==> src/rtl/div_stall_unit.sv <==
// rtl/div_stall_unit.sv - iterative radix-2 DIV/DIVU that stalls the pipeline while busy
// Optional DIV_EARLY_OUT_EN: skip CALC when |a| < |b| and finish through FIX.
`timescale 1ns/1ps
module div_stall_unit #(
  parameter int WIDTH = 32
) (
  input  logic             clk,
  input  logic             reset,
  input  logic             start,
  input  logic             is_signed,
  input  logic [WIDTH-1:0] a,
  input  logic [WIDTH-1:0] b,
  input  logic             cancel,
  output logic             stall,
  output logic             busy,
  output logic             done,
  output logic [WIDTH-1:0] quotient,
  output logic [WIDTH-1:0] remainder,
  output logic             div_by_zero
);

  localparam int CNT_W = $clog2(WIDTH) + 1;

  typedef enum logic [1:0] {IDLE, CALC, FIX, DONE} state_t;

  state_t           state_q, state_d;
  logic [CNT_W-1:0] cnt_q, cnt_d;
  logic [WIDTH-1:0] rem_q, rem_d;
  logic [WIDTH-1:0] dvd_q, dvd_d;
  logic [WIDTH-1:0] dsr_q, dsr_d;
  logic [WIDTH-1:0] quo_q, quo_d;
  logic [WIDTH-1:0] rmd_q, rmd_d;
  logic             neg_quo_q, neg_quo_d;
  logic             neg_rem_q, neg_rem_d;
  logic             dbz_q, dbz_d;

  logic [WIDTH-1:0] abs_a, abs_b;
  logic [WIDTH:0]   shifted, diff;
  logic             accept, ge, early;

  assign abs_a  = (is_signed && a[WIDTH-1]) ? -a : a;
  assign abs_b  = (is_signed && b[WIDTH-1]) ? -b : b;
  assign accept = (state_q == IDLE) && start && !cancel;

  // Restoring step: the dividend MSB shifts into the partial remainder.
  assign shifted = {rem_q, dvd_q[WIDTH-1]};
  assign diff    = shifted - {1'b0, dsr_q};
  assign ge      = shifted >= {1'b0, dsr_q};

`ifdef DIV_EARLY_OUT_EN
  assign early = abs_a < abs_b;
`else
  assign early = 1'b0;
`endif

  always_comb begin
    state_d   = state_q;
    cnt_d     = cnt_q;
    rem_d     = rem_q;
    dvd_d     = dvd_q;
    dsr_d     = dsr_q;
    quo_d     = quo_q;
    rmd_d     = rmd_q;
    neg_quo_d = neg_quo_q;
    neg_rem_d = neg_rem_q;
    dbz_d     = dbz_q;

    if (cancel) begin
      state_d = IDLE;
    end else begin
      case (state_q)
        IDLE: begin
          if (accept) begin
            neg_quo_d = is_signed & (a[WIDTH-1] ^ b[WIDTH-1]);
            neg_rem_d = is_signed & a[WIDTH-1];
            dsr_d     = abs_b;
            rem_d     = '0;
            dvd_d     = abs_a;
            cnt_d     = '0;
            dbz_d     = 1'b0;
            if (b == '0) begin
              quo_d   = '1;
              rmd_d   = a;
              dbz_d   = 1'b1;
              state_d = DONE;
            end else if (early) begin
              rem_d   = abs_a;
              dvd_d   = '0;
              state_d = FIX;
            end else begin
              state_d = CALC;
            end
          end
        end
        CALC: begin
          rem_d = ge ? diff[WIDTH-1:0] : shifted[WIDTH-1:0];
          dvd_d = {dvd_q[WIDTH-2:0], ge};
          cnt_d = cnt_q + CNT_W'(1);
          if (cnt_q == CNT_W'(WIDTH - 1)) begin
            state_d = FIX;
          end
        end
        FIX: begin
          quo_d   = neg_quo_q ? -dvd_q : dvd_q;
          rmd_d   = neg_rem_q ? -rem_q : rem_q;
          state_d = DONE;
        end
        DONE: begin
          state_d = IDLE;
        end
        default: begin
          state_d = IDLE;
        end
      endcase
    end
  end

  always_ff @(posedge clk or negedge reset) begin
    if (!reset) begin
      state_q   <= IDLE;
      cnt_q     <= '0;
      rem_q     <= '0;
      dvd_q     <= '0;
      dsr_q     <= '0;
      quo_q     <= '0;
      rmd_q     <= '0;
      neg_quo_q <= 1'b0;
      neg_rem_q <= 1'b0;
      dbz_q     <= 1'b0;
    end else begin
      state_q   <= state_d;
      cnt_q     <= cnt_d;
      rem_q     <= rem_d;
      dvd_q     <= dvd_d;
      dsr_q     <= dsr_d;
      quo_q     <= quo_d;
      rmd_q     <= rmd_d;
      neg_quo_q <= neg_quo_d;
      neg_rem_q <= neg_rem_d;
      dbz_q     <= dbz_d;
    end
  end

  // stall is low in DONE so the pipeline advances as the result appears.
  assign stall       = accept || (state_q == CALC) || (state_q == FIX);
  assign busy        = state_q != IDLE;
  assign done        = (state_q == DONE) && !cancel;
  assign quotient    = quo_q;
  assign remainder   = rmd_q;
  assign div_by_zero = dbz_q;

endmodule

==> config.mk <==
export PLATFORM = sky130hd
export DESIGN_NAME = div_stall_unit
export DESIGN_NICKNAME = d
export VERILOG_FILES = /design/src/rtl/div_stall_unit.sv
export SDC_FILE = /design/constraint.sdc
export NUM_CORES = 1
export LEC_CHECK = 0
export CAP_MARGIN = 20
export CORE_ASPECT_RATIO = 1.25
export CORE_MARGIN = 4
export CORE_UTILIZATION = 50
export DETAILED_ROUTE_END_ITERATION = 6
export GPL_TIMING_DRIVEN = 0
export HOLD_SLACK_MARGIN = 0.08
export PLACE_DENSITY = 0.75
export SYNTH_ARGS = -nofsm -noshare
export SYNTH_HDL_FRONTEND = slang
export SYNTH_SLANG_ARGS = --single-unit
==> constraint.sdc <==
create_clock -name clk -period 3.3 [get_ports clk]
set_input_delay 0.495 -clock clk [delete_from_list [all_inputs] [get_ports clk]]
set_output_delay 0.495 -clock clk [all_outputs]
set_load 0.005 [all_outputs]
Yosys cells after proc, flatten, opt, wreduce, memory -nomap -nowiden
Cells that the tools add are included.

cells by class
  bitwise operators = 4
  $lt $le $gt $ge = 1
  equality and inequality tests = 8
  reduce and logical (&&, ||, !) cells = 17
  multiplexer cells = 23
  add/sub/neg operators = 6

operators by type and width
  operator                                               number
  two-way mux 32 bit                                     11
  one-hot mux 32 bit (2 select lines)                    4
  negation 32 bit                                        4
  >= comparator 33 x 32 -> 1 bit                         1
  logical NOT 32 bit                                     1
  subtractor 32 bit                                      1
  one-hot mux 6 bit (2 select lines)                     1
  two-way mux 2 bit                                      4
  one-hot mux 2 bit (4 select lines)                     1
  adder 6 x 1 -> 6 bit, second input constant            1
  equality test 6 x 5 -> 1 bit, second input constant    1
  two-way mux 6 bit                                      1
  inequality test 3 bit, second input constant           2
  AND reduction 3 bit                                    2
  nonzero test 2 bit                                     3
  logical AND 1 bit                                      5
  equality test 2 bit, second input constant             2
  AND reduction 4 bit                                    1
  AND 1 bit                                              2
  equality test 2 x 1 -> 1 bit, second input constant    1
  logical NOT 2 bit                                      1
  logical OR 1 bit                                       2
  inequality test 2 x 1 -> 1 bit, second input constant  1
  inequality test 2 bit, second input constant           1
  other kinds (5)                                        5

storage, ports and cells
  register bits after elaboration = 171
  output and inout bits = 68

Longest topological paths before layout
  depth in word-level cells = 6
  gate-level depth with buffers = 14
  depth with buffers taken out = 13

Least setup slack after synthesis
Ideal clock, no wire load.

  path kind = register to register
  start point = register rem_q[9]
  end point = register rem_q[23]
  stages on the path, launching flop included = 13
  data arrival time = 3092 ps
  clock period less this slack = 3159 ps
  buffers on the path = 2
  data required time = 3234 ps
  setup slack = 141 ps
  cell sequence = dfrtp_1 -> ha_1 -> clkbuf_2 -> a21oi_1 -> o21a_1 -> nor2b_1 -> a32o_1 -> or3_1 -> clkbuf_1 -> o311a_1 -> or4_1 -> mux2_2 -> nand2_1

between the ends
  cells in the longest elaborated chain, start to end = 3

ends and longest elaborated chain
  item                                                                        line    RTL
  start: declaration                                                          28      logic [WIDTH-1:0] rem_q, rem_d;
  start signal: assignment                                                    133     rem_q <= rem_d;
  subtractor 32 bit / >= comparator 33 x 32 -> 1 bit (equally long branches)  47, 48
  two-way mux 32 bit (*)                                                      96      rem_d = ge ? diff[WIDTH-1:0] : shifted[WIDTH-1:0];
  one-hot mux 32 bit (2 select lines) (*)                                     71      case (state_q)

Every way passes the cells marked *; elsewhere a longest branch is shown, timed or not.
A chain may end at the register's enable or synchronous reset.

Worst setup path in the final report
  start point = register state_q[0]
  end point = output port stall

between the ends
  cells in the longest elaborated chain, start to end = 5

ends and longest elaborated chain
  item                            line  RTL
  start: declaration              26    state_t state_q, state_d;
  start signal: assignment        131   state_q <= state_d;
  logical NOT 2 bit               43    assign accept = (state_q == IDLE) && start && !cancel;
  logical AND 1 bit (2 in a row)  43
  logical OR 1 bit                145   assign stall = accept || (state_q == CALC) || (state_q == FIX);
  logical OR 1 bit (*)            145
  end: declaration                14    output logic stall,

Marked as above.

==> flow_summary.json <==
{
  "vias_per_cell": 5.86,
  "synth_cells": 1384,
  "setup_viol": 0,
  "cts_buffers": 17,
  "cts_root_buffer": "clkbuf_16",
  "p_clk_share_pct": 18.8,
  "worst_pin_slew_ns": 0.918,
  "drtIter0Drc": 760,
  "min_from": "b[10]",
  "netlist_area_mm2": 0.0115,
  "post-route-util_pct": 64.3,
  "final_cell_mix": "nand2_1 (194), dfrtp_1 (166), o21ai_0 (164), clkdlybuf4s50_1 (127), a21oi_1 (101)",
  "crit_slowest_cell": "nor3b_4",
  "crit_cells": 6,
  "htreeDepth": 4,
  "synth_warnings": 0,
  "drt_pass1_iterations": 5,
  "coreArea_mm2": 0.0224,
  "clk_pin_slew_ns": 0.07,
  "postSynthAreaPerCell_um2": 8.32,
  "die_w_um": 144,
  "cp-endpoint": "stall",
  "finalSetupTns_ns": 0,
  "io_buffers": 135,
  "multi_input_area_mm2": 0.00695,
  "syn2layout_area_growth_pct": 25.4,
  "outcome": "finished, final reports clean",
  "cp.buffers_inverters": 3,
  "grt_pass1_wl_um": 55200,
  "synth.largest_area_cell": "dfrtp_1",
  "seqPwrFrac_pct": 32.2,
  "crit_chain": "inv_1 > ha_1 > inv_1 > nor3b_4 > or3_1 > clkdlybuf4s50_1",
  "fin_skew_ns": 0.0100,
  "rsz0062_at_grt": "true",
  "period_needed_ns": 3.26,
  "seq_area_mm2": 0.00429,
  "drive_above_1_share_pct": 9.12,
  "slew_violations": 0,
  "diodes": 0,
  "ys_seq_area_share_pct": 37.2,
  "clock_path_buffers": 2,
  "critPathLaunchType": "flip-flop",
  "power_mw": 10.9,
  "design_area_mm2": 0.0144,
  "place_area_mm2": 0.0133,
  "syn_nets": 1495,
  "synthFlopType": "dfrtp_1",
  "antenna_left": 0,
  "power_density_mw_per_mm2": 758,
  "grt_usage_pct": 27.5,
  "drc": 0,
  "layout_commonest_cell": "nand2_1",
  "clk_latency_ns": 0.45,
  "ys_async_sr_fraction_pct": 100,
  "crit_path_end_kind": "primary output",
  "critPathMaxStageDelay_ns": 0.60,
  "intPower_mw": 6.36,
  "switching_share_pct": 41.9,
  "grt_pass1_vias": 10800,
  "die_h_um": 178,
  "synth_edf_count": 0,
  "place_ws_ns": -0.766,
  "ioPinCount": 137,
  "ys_ff_latch": 171,
  "peakVddDrop_v": 0.000556,
  "min_period_over_period_pct": 98.8,
  "synth_area_leaders": "dfrtp_1 (37%), o21ai_0 (7.4%), nand2_1 (6.4%)",
  "max_cap_violations": 0,
  "reg2reg_from": "rem_q[9]$_DFFE_PN0P_",
  "start_util_pct": 51.3,
  "crit_fanout": 7,
  "dpl.hpwl_um": 27000,
  "fp-row-count": 61,
  "critPathKind": "reg2out",
  "holdCritPathClass": "in2reg",
  "grt_overflow_total": 0,
  "grt_max_degree": 90,
  "fill_cells": 1923,
  "die-area_mm2": 0.0255,
  "slew_headroom_pct": 38.8,
  "synthDistinctLibCells": 67,
  "avgRoutedWirePerCell_um": 19.0,
  "clock-sinks": 171,
  "crit_start": "state_q[0]$_DFFE_PN0P_",
  "power_leakage_nw": 6.15,
  "switching_power_mw": 4.58,
  "place_congestion": 0.959,
  "max_freq_ghz": 0.307,
  "cts_tree": "built",
  "path_common_cell": "inv_1",
  "crit_arrival_ns": 2.77,
  "rr_worst_depth": 11,
  "synth_top_cell_area_share_pct": 37.2,
  "fin_ws_ns": 0.0399,
  "crit_required_ns": 2.80,
  "combPwrFrac_pct": 48.9,
  "antenna_found_initial": 0,
  "worst_r2r_endpoint": "rem_q[23]$_DFFE_PN0P_",
  "rrSetupSlack_ns": 0.11,
  "via_count": 10900,
  "finalHoldViolCount": 0,
  "routed_wirelength_um": 35400,
  "cp_top_family": "simple AND/OR/NAND/NOR gates",
  "fin_nets": 1677
}
## state kept, by name, summed over array words and instances, names as in the netlist
register	flops
state_q	2
neg_rem_q	1
cnt_q	6
dvd_q	32
dsr_q	32
neg_quo_q	1
rem_q	32
remainder	32
quotient	32
div_by_zero	1
## worst reg2reg max path, stage by stage, from the launching register on
cell	delay, ns
dfrtp_2	0.45
ha_4	0.27
buf_6	0.11
a21oi_1	0.06
o21a_1	0.23
nor2b_2	0.17
a32o_1	0.25
or3_4	0.44
o311a_4	0.34
or4_1	0.47
mux2_2	0.28
nand2_1	0.06
## cells in the mapped netlist (8+ instances only)
| master | count |
|---|---|
| buf_2 | 13 |
| o21ai_0 | 171 |
| clkbuf_1 | 52 |
| xnor2_1 | 71 |
| o41ai_1 | 9 |
| nand4_1 | 8 |
| dfrtp_1 | 171 |
| o21ai_1 | 21 |
| nand3_1 | 20 |
| nor2b_1 | 8 |
| a32oi_1 | 11 |
| xor2_1 | 73 |
| or3_1 | 19 |
| a21oi_1 | 103 |
| o22a_1 | 17 |
| or4_1 | 17 |
| mux2i_1 | 21 |
| inv_1 | 55 |
| nand2_1 | 195 |
| nor3_1 | 17 |
| a21o_1 | 17 |
| ha_1 | 41 |
| nor2_1 | 94 |
| o31ai_1 | 33 |
| a31oi_1 | 25 |
| nor4_1 | 9 |
## how the worst min path moves through the flow
stage                                       end  slack [ns]  cells past startpoint
final                     dsr_q[10]$_DFFE_PN0P_        0.47                      3
after global routing      dsr_q[10]$_DFFE_PN0P_        0.49                      3
after CTS                 dsr_q[16]$_DFFE_PN0P_        0.49                      2
after detailed placement  dsr_q[21]$_DFFE_PN0P_        0.47                      2
after global placement    dsr_q[18]$_DFFE_PN0P_        0.46                      2
after floorplan            cnt_q[0]$_DFFE_PN0P_        0.20                      0
## final cells by class
type                            instances  share of cell area, %
Buffer                                 70                   2.64
Clock buffer                           17                   2.95
Clock inverter                         15                   1.25
Inverter                               55                   1.43
Multi-Input combinational cell       1084                   48.2
Sequential cell                       171                   29.7
Tap cell                              283                   2.45
Timing Repair Buffer                  167                   11.4
## layer usage
layer	routed length (um)	track usage [%]	share of wire [%]
met3	1990	3.23	5.6
met1	13000	29.8	37
met4	1730	13.3	4.9
met5	0	0	0
met2	18700	52.3	53
## power groups by stage
stage	registers (mW)	clock network [mW]	logic (mW)
final	3.52	2.06	5.35
after global placement	3.53	0	5.05
after CTS	3.52	2.07	5.23
after detailed placement	3.57	0	5.14
after floorplan	3.41	0	3.26
after global routing	3.64	2.16	5.95
## through the flow
stage                     hold WS (ns)  instances
after CTS                        0.487       1855
after detailed placement         0.471       1803
after global placement           0.462       1802
final                            0.471       1862
after floorplan                  0.199       1384
after global routing             0.492       1862
## repair_timing
item,in CTS,in global routing
gates cloned,2,2
buffers inserted,22,5
hold buffers,1,0
setup endpoints to repair,101,98
endpoints found under the hold margin,7,0
resized for setup,43,54
pin swaps,14,12
## cell families (layout without fill, tap and decap cells)
kind of cell / Yosys count / in the layout / share of synthesized area (%)
flops: 171 / 171 / 37.2
mux: 22 / 22 / 1.92
buf+inv: 130 / 324 / 4.75
compound gates: 447 / 447 / 23.2
fa+ha+maj: 42 / 42 / 4.63
xor+xnor: 144 / 144 / 11.0
simple gates: 428 / 429 / 17.3
Power figures use the tool's default switching activity.
